**config.mk**
```make
export PLATFORM = sky130hd
export DESIGN_NAME = chimp_box_painter
export DESIGN_NICKNAME = d
export VERILOG_FILES = /design/src/rtl/chimp_pkg.sv /design/src/rtl/chimp_box_origin.sv /design/src/rtl/chimp_box_painter.sv
export SDC_FILE = /design/constraint.sdc
export NUM_CORES = 1
export LEC_CHECK = 0
export ABC_AREA = 1
export CAP_MARGIN = 20
export CORE_MARGIN = 8
export CORE_UTILIZATION = 25
export CTS_CLUSTER_DIAMETER = 30
export DETAILED_ROUTE_END_ITERATION = 6
export SKIP_CTS_REPAIR_TIMING = 1
export SYNTH_ARGS = -nofsm -noshare
export SYNTH_HDL_FRONTEND = slang
export SYNTH_SLANG_ARGS = --single-unit
```
**constraint.sdc**
```tcl
create_clock -name clk -period 6.28 [get_ports clk]
set_input_delay 1.256 -clock clk [delete_from_list [all_inputs] [get_ports clk]]
set_output_delay 1.256 -clock clk [all_outputs]
set_load 0.03 [all_outputs]
```
**src/rtl/chimp_pkg.sv**
```systemverilog
// Shared chimp-test grid geometry, pixel/colour types and the painter state
// encoding, so the click decoder and the box painter always agree on layout.
package chimp_pkg;

    localparam int unsigned X_ORIGIN = 17;
    localparam int unsigned X_PITCH  = 37;
    localparam int unsigned Y_ORIGIN = 8;
    localparam int unsigned Y_PITCH  = 28;
    localparam int unsigned BOX_W    = 20;
    localparam int unsigned BOX_H    = 20;
    localparam int unsigned GRID_N   = 8;
    localparam int unsigned COLOUR_W = 3;
    localparam int unsigned CNT_W    = 5;

    typedef logic [2:0]          box_idx_t;
    typedef logic [9:0]          pix_x_t;
    typedef logic [8:0]          pix_y_t;
    typedef logic [COLOUR_W-1:0] colour_t;
    typedef logic [CNT_W-1:0]    cnt_t;

    localparam colour_t BORDER_COLOUR = 3'b111;
    localparam cnt_t    CX_LAST       = cnt_t'(BOX_W - 1);
    localparam cnt_t    CY_LAST       = cnt_t'(BOX_H - 1);

    typedef enum logic [1:0] {
        ST_IDLE,
        ST_LOAD,
        ST_DRAW,
        ST_DONE
    } painter_state_t;

    // Constant multiplies reduce to shift-add; 7*37+17 = 276 fits in 10 bits.
    function automatic pix_x_t box_base_x(box_idx_t idx);
        return pix_x_t'(X_ORIGIN) + pix_x_t'(X_PITCH) * pix_x_t'(idx);
    endfunction

    function automatic pix_y_t box_base_y(box_idx_t idx);
        return pix_y_t'(Y_ORIGIN) + pix_y_t'(Y_PITCH) * pix_y_t'(idx);
    endfunction

endpackage

```
**src/rtl/chimp_box_origin.sv**
```systemverilog
// Registered box-index to top-left-pixel mapper; loads on iLoad and holds.
// Reusable by any renderer that needs a box origin (e.g. cursor highlight).
module chimp_box_origin
    import chimp_pkg::*;
(
    input  logic       clk,
    input  logic       iReset,
    input  logic       iLoad,
    input  logic [2:0] iBoxX,
    input  logic [2:0] iBoxY,
    output logic [9:0] oBaseX,
    output logic [8:0] oBaseY
);

    pix_x_t base_x_q, base_x_d;
    pix_y_t base_y_q, base_y_d;

    always_comb begin
        base_x_d = base_x_q;
        base_y_d = base_y_q;
        if (iLoad) begin
            base_x_d = box_base_x(iBoxX);
            base_y_d = box_base_y(iBoxY);
        end
    end

    always_ff @(posedge clk or negedge iReset) begin
        if (!iReset) begin
            base_x_q <= '0;
            base_y_q <= '0;
        end else begin
            // NOTE: sequential state uses non-blocking assignments so every flop samples pre-edge values.
            base_x_q <= base_x_d;
            base_y_q <= base_y_d;
        end
    end

    assign oBaseX = base_x_q;
    assign oBaseY = base_y_q;

endmodule

```
**src/rtl/chimp_box_painter.sv**
```systemverilog
// Walks every pixel of one chimp-grid box row-major and streams stallable
// framebuffer writes. Define CHIMP_BOX_BORDER_EN to paint the outline in BORDER_COLOUR.
module chimp_box_painter
    import chimp_pkg::*;
(
    input  logic                clk,
    input  logic                iReset,
    input  logic                iStart,
    input  logic [2:0]          iBoxX,
    input  logic [2:0]          iBoxY,
    input  logic [COLOUR_W-1:0] iColour,
    input  logic                iReady,
    output logic [9:0]          oX,
    output logic [8:0]          oY,
    output logic [COLOUR_W-1:0] oColour,
    output logic                oPlot,
    output logic                oBusy,
    output logic                oDone
);

    painter_state_t state_q, state_d;
    cnt_t           cx_q, cx_d, cy_q, cy_d;
    colour_t        fill_q, fill_d;
    pix_x_t         x_q, x_d;
    pix_y_t         y_q, y_d;
    colour_t        colour_q, colour_d;
    logic           plot_q, plot_d;
    logic           busy_q, busy_d;
    logic           done_q, done_d;
    logic           start_ok;
    pix_x_t         base_x;
    pix_y_t         base_y;
    colour_t        colour_next;
`ifdef CHIMP_BOX_BORDER_EN
    logic           on_border;
`endif

    assign start_ok = (state_q == ST_IDLE) && iStart;

    chimp_box_origin u_origin (
        .clk    (clk),
        .iReset (iReset),
        .iLoad  (start_ok),
        .iBoxX  (iBoxX),
        .iBoxY  (iBoxY),
        .oBaseX (base_x),
        .oBaseY (base_y)
    );

    always_comb begin
        // NOTE: every _d defaults to its _q first, so no branch can infer a latch.
        state_d  = state_q;
        cx_d     = cx_q;
        cy_d     = cy_q;
        fill_d   = fill_q;
        x_d      = x_q;
        y_d      = y_q;
        colour_d = colour_q;
        plot_d   = plot_q;
        busy_d   = busy_q;
        done_d   = 1'b0;

        case (state_q)
            ST_IDLE: begin
                if (iStart) begin
                    fill_d  = iColour;
                    busy_d  = 1'b1;
                    state_d = ST_LOAD;
                end
            end
            ST_LOAD: begin
                cx_d    = '0;
                cy_d    = '0;
                plot_d  = 1'b1;
                state_d = ST_DRAW;
            end
            ST_DRAW: begin
                // A stalled write holds every output and counter untouched.
                if (iReady) begin
                    if (cx_q == CX_LAST) begin
                        cx_d = '0;
                        if (cy_q == CY_LAST) begin
                            plot_d  = 1'b0;
                            done_d  = 1'b1;
                            state_d = ST_DONE;
                        end else begin
                            cy_d = cy_q + cnt_t'(1);
                        end
                    end else begin
                        cx_d = cx_q + cnt_t'(1);
                    end
                end
            end
            ST_DONE: begin
                busy_d  = 1'b0;
                state_d = ST_IDLE;
            end
            default: state_d = ST_IDLE;
        endcase

`ifdef CHIMP_BOX_BORDER_EN
        on_border   = (cx_d == '0) || (cx_d == CX_LAST) || (cy_d == '0) || (cy_d == CY_LAST);
        colour_next = on_border ? BORDER_COLOUR : fill_q;
`else
        colour_next = fill_q;
`endif

        // Pixel outputs are re-derived whenever a new write is presented.
        if (plot_d && (state_q == ST_LOAD || (state_q == ST_DRAW && iReady))) begin
            x_d      = base_x + pix_x_t'(cx_d);
            y_d      = base_y + pix_y_t'(cy_d);
            colour_d = colour_next;
        end
    end

    always_ff @(posedge clk or negedge iReset) begin
        if (!iReset) begin
            state_q  <= ST_IDLE;
            cx_q     <= '0;
            cy_q     <= '0;
            fill_q   <= '0;
            x_q      <= '0;
            y_q      <= '0;
            colour_q <= '0;
            plot_q   <= 1'b0;
            busy_q   <= 1'b0;
            done_q   <= 1'b0;
        end else begin
            state_q  <= state_d;
            cx_q     <= cx_d;
            cy_q     <= cy_d;
            fill_q   <= fill_d;
            x_q      <= x_d;
            y_q      <= y_d;
            colour_q <= colour_d;
            plot_q   <= plot_d;
            busy_q   <= busy_d;
            done_q   <= done_d;
        end
    end

    assign oX      = x_q;
    assign oY      = y_q;
    assign oColour = colour_q;
    assign oPlot   = plot_q;
    assign oBusy   = busy_q;
    assign oDone   = done_q;

endmodule

```
==> run summary <==
status: finished clean
Syn Area/Cell: 8.33 um2
vias per inst: 4.14
Cell Rows: 42
static leakage: 0.00202 uW
Hold Crit Depth: 2
total number of vias: 2529
FF+latch count, synth: 56
total of max-cap violations: 0
die area: 0.0171 mm2
Hold Fails Final Rpt: 0
area grow syn2layout: 21.5%
YS warnings: 0
vias in the first global route: 2512
post-synthesis sequential area ratio: 0.425
Clock transition at path regs: 70 ps
post-detail-place hpwl: 5420 um
grt ovf: 0
initial antenna violation count: 0
CP endpoint kind: register
diode count: 0
post-layout minimum cycle time: 3670 ps
R2R Path End: oY[8]$_DFFE_PN0P_
skew final: 4.40 ps
max-slew violation count: 0
fmax: 0.273 GHz
relative slew slack: 0.526
Port Buffers: 37
gate count of the mapped netlist: 396
Clock Path Buffers: 2
Chip Width: 131 um
Yosys cell types: 35
crit path DAT: 3860 ps
reg2reg start: state_q[1]$_DFFE_PN0P_
largest net degree at the start of global routing: 57
H-tree levels: 2
NumNets Final: 479
GRT Resource Usage Total: 0.0878
drt pass-1 iters: 4
unrepaired setup endpoints after global routing: no
clock root cell: clkbuf_16
worst reg2reg path depth: 16
post-synth top area cell: dfrtp_1
CTS Sinks: 56
Inserted Clock Buffers: 5
RePlAce Congestion: 0.788
worst vdd ir: 0.108 mV
Initial Util: 0.252
Worst Hold Path EP: oY[1]$_DFFE_PN0P_
Post-Route WL: 7080 um
die height: 131 um
Power Dens Cells: 255 mW/mm2
worst hold start: oY[1]$_DFFE_PN0P_
Antenna Nets Post-Route: 0
FF-to-FF setup slack: 3250 ps
critical-path maximum fanout: 5
Critical Path Source Type: primary input
worst-margin pin slew: 712 ps
Post-synth EDFFs: 0
Clk Latency, worst-skew pair: 300 ps
Mapped Area: 0.00330 mm2
first-pass GRT wire length: 11800 um
top-count cell post-synth: nand2_1
Post-route DRC: 0
final setup fails: 0
worst min path class: reg -> reg
Main synth FF type: dfrtp_1
final period utilization: 0.584
type of the worst setup path: in -> reg
IO Count: 38
Commonest cells post-synth: nand2_1 (116), dfrtp_1 (56), inv_1 (45), nand3_1 (38), ha_1 (27)
CTS tree: done
CORE AREA: 0.0131 mm2
largest cells by area after synthesis: dfrtp_1 (42%), nand2_1 (13%), ha_1 (10%), nand3_1 (5.8%), inv_1 (5.1%)
Tot Pwr: 1020 uW
initial DRC count: 137
Final TNS setup: 0 ps
drt wl/cell: 11.6 um
Yosys top cell area share: 0.425
share of cells above drive strength 1: 0.0644
asr flop ratio synth: 1.00
Worst EP required: 6470 ps
syn nets: 441
## worst max-delay path, cell delays in order
cell and delay, ps:
clkdlybuf4s50_1 500, nand2_1 130, nor2_1 180, o21ai_0 140, a21oi_1 130, nor2_1 50, nor2_1 130, ha_1 190
inv_1 60, fa_1 430, o21ai_0 250, nand3_1 120, xor2_1 160, nand3_1 80, nand2_1 50
## kinds of logic (layout without fill, tap and decap cells)
logic type,count (synthesis),after routing,share of synthesized area
xor gates and xnor gates,13,13,0.0345
buffers and inverters,56,95,0.0721
DFF,56,56,0.425
and+or+nand+nor,199,199,0.266
AOI/OAI and AO/OA,40,40,0.0702
adders and majority gates,32,32,0.133
## placed cells by master (no fill, tap or decap), types with 2 or more instances in the layout
cell type / instances
xor2_1: 6
buf_4: 3
nor2_2: 2
a21oi_1: 9
nand2_2: 2
o21bai_1: 2
nand3_2: 3
or2_2: 4
dfrtp_1: 56
nand2_4: 2
clkdlybuf4s50_1: 36
ha_1: 27
nand4_1: 5
nand3_1: 38
o21ai_0: 21
inv_1: 45
nor2_1: 21
nand2_1: 116
fa_1: 5
clkbuf_16: 5
nor3_1: 2
o21bai_2: 2
xnor2_1: 7
a22oi_1: 3
## worst max path at each step
| stage | startpoint | cells past startpoint | slack, ps | end |
|---|---|---|---|---|
| after floorplan | iReady | 14 | 3110 | oY[8]$_DFFE_PN0P_ |
| after detailed placement | iReady | 15 | 2330 | oY[8]$_DFFE_PN0P_ |
| after global routing | iReady | 15 | 2310 | oY[8]$_DFFE_PN0P_ |
| after CTS | iReady | 15 | 2640 | oY[8]$_DFFE_PN0P_ |
| after global placement | iReady | 18 | 2410 | oX[8]$_DFFE_PN0P_ |
| final | iReady | 15 | 2610 | oY[8]$_DFFE_PN0P_ |
## state kept, by name, summed over array words and instances (netlist names)
register         cells
cy_q                 5
oPlot                1
u_origin.oBaseX      9
oX                  10
oColour              3
oBusy                1
colour_next          3
oDone                1
cx_q                 5
oY                   9
u_origin.oBaseY      7
state_q              2
## power breakdown
group	switching (uW)	internal (uW)
registers	27.4	399
clock network	126	188
logic	171	112
total	324	699
## layer usage
metal	up-vias	routed length, um	GRT usage
met4	0	108	0.0412
met5	-	0	0
met3	5	371	0.0219
met2	36	3270	0.143
met1	1146	3340	0.107
li1	1342	-	-
## area by class of cell
cell class                 instances  area, um2
clock inverter                     2       35.0
sequential                        56       1400
inverter                          47        176
timing repair buffer              40        388
clock buffer                       6        129
fill                            1354       9080
multi-input combinational        284       1660
tap                              176        220
## stage by stage
stage / setup slack (ps) / instance area (um2) / cells / utilization / hold slack, ps
detailed placement: 2330 / 3840 / 603 / 0.294 / 459
CTS: 2640 / 4010 / 611 / 0.306 / 476
finish: 2610 / 4010 / 611 / 0.306 / 471
global route: 2310 / 4010 / 611 / 0.306 / 499
global placement: 2410 / 3840 / 603 / 0.294 / 454
floorplan: 3110 / 3300 / 396 / - / 450
(Power assumes the default switching activity.)
==> RTL change, RTL diff (config.mk and constraints unchanged) <==
Build with the macro `CHIMP_BOX_BORDER_EN` defined.
--- a/src/rtl/chimp_box_painter.sv
+++ b/src/rtl/chimp_box_painter.sv
@@ -1,5 +1,7 @@
 // Walks every pixel of one chimp-grid box row-major and streams stallable
 // framebuffer writes. Define CHIMP_BOX_BORDER_EN to paint the outline in BORDER_COLOUR.
+`define CHIMP_BOX_BORDER_EN
+
 module chimp_box_painter
     import chimp_pkg::*;
 (
Check against the original RTL: not equivalent (Yosys sat finds a counterexample within 4 cycles, from zero or initial values and one cycle with iReset low).
==> RTL change against the unedited design <==
Synthesized area increased by 0.76%. Synthesized cell count increased by 1.0%. First-iteration DRC count shrank 43%. Wire length barely moved. Sequential cell count stayed put. Design area increased by 0.25%. Setup slack improved by 69 ps.
Power is not compared: it rests on default switching activity, and its combinational part moved more than twofold at a synthesized area within 25%.
==> RTL change: results (changes against the unedited design) <==
metric,value,unit,change
status,completed,,
via_per_inst,4.19,,+1.2%
ys_types,33,,-5.7%
hold_ws,481,ps,+10.4 ps
nNetsFinal,484,,+1.0%
place_area,3870,um^2,+0.68%
hp-start,oY[3]$_DFFE_PN0P_,,
arrival,3820,ps,-40 ps
reg2regPathDepth,14,,-2
drt_wl_total,7090,um,about the same
placedCellCount,608,,+0.83%
wl_per_cell,11.5,um,-0.71%
netlist_top_cells_area,"dfrtp_1 42%, nand2_1 14%, ha_1 10%",,
fin_skew,5.64,ps,+1.24 ps
crit_family,compound AO/OA/AOI/OAI gates,,
gp_congestion,0.856,,+8.6%
synth.avg_cell_area,8.31,um^2,-0.25%
ys_top_cells_by_count,"122 x nand2_1, 56 x dfrtp_1, 46 x inv_1",,
drtIter0Drc,78,,-43%
ys_seq_area_frac,0.422,,-0.00320
worst_slack,2680,ps,+68.6 ps
syn_nets,445,,+0.91%
reg2reg_from,state_q[0]$_DFFE_PN0P_,,
place_ws,2360,ps,+32.3 ps
grt_pass1_vias,2683,,+6.8%
dp_hpwl,5520,um,+1.8%
drt_pass1_iterations,6,,+2
layout-drive-gt1-share,0.0591,,-0.00528
-- RTL change: power by group --
group | internal (W) | leakage, nW | switching [W]
sequential | 0.000474 | 0.712 | 0.0000734
combinational | 0.000243 | 1.15 | 0.000428
clock | 0.000150 | 0.0742 | 0.000133
total | 0.000867 | 1.93 | 0.000635
-- RTL change: cell families after synthesis --
kind of cell / after synthesis / share of synthesized area
compound gates: 47 / 0.0817
xor+xnor: 16 / 0.0422
fa+ha+maj: 32 / 0.132
buf+inv: 53 / 0.0670
flops: 56 / 0.422
mux: 1 / 0.00339
simple gates: 195 / 0.252
-- RTL change: final cells by class --
class	instances	area, um^2
clock buffers	5	125
fillers	1392	9120
well taps	176	220
clock inverters	3	22.5
multi-input cells	291	1700
inverters	47	178
flip-flops and latches	56	1400
repair buffers	38	373
-- RTL change: metal layers --
metal,part of all wire,track usage
met5,0,0
met3,0.026,0.0171
met2,0.48,0.150
met1,0.47,0.0990
met4,0.025,0.0402
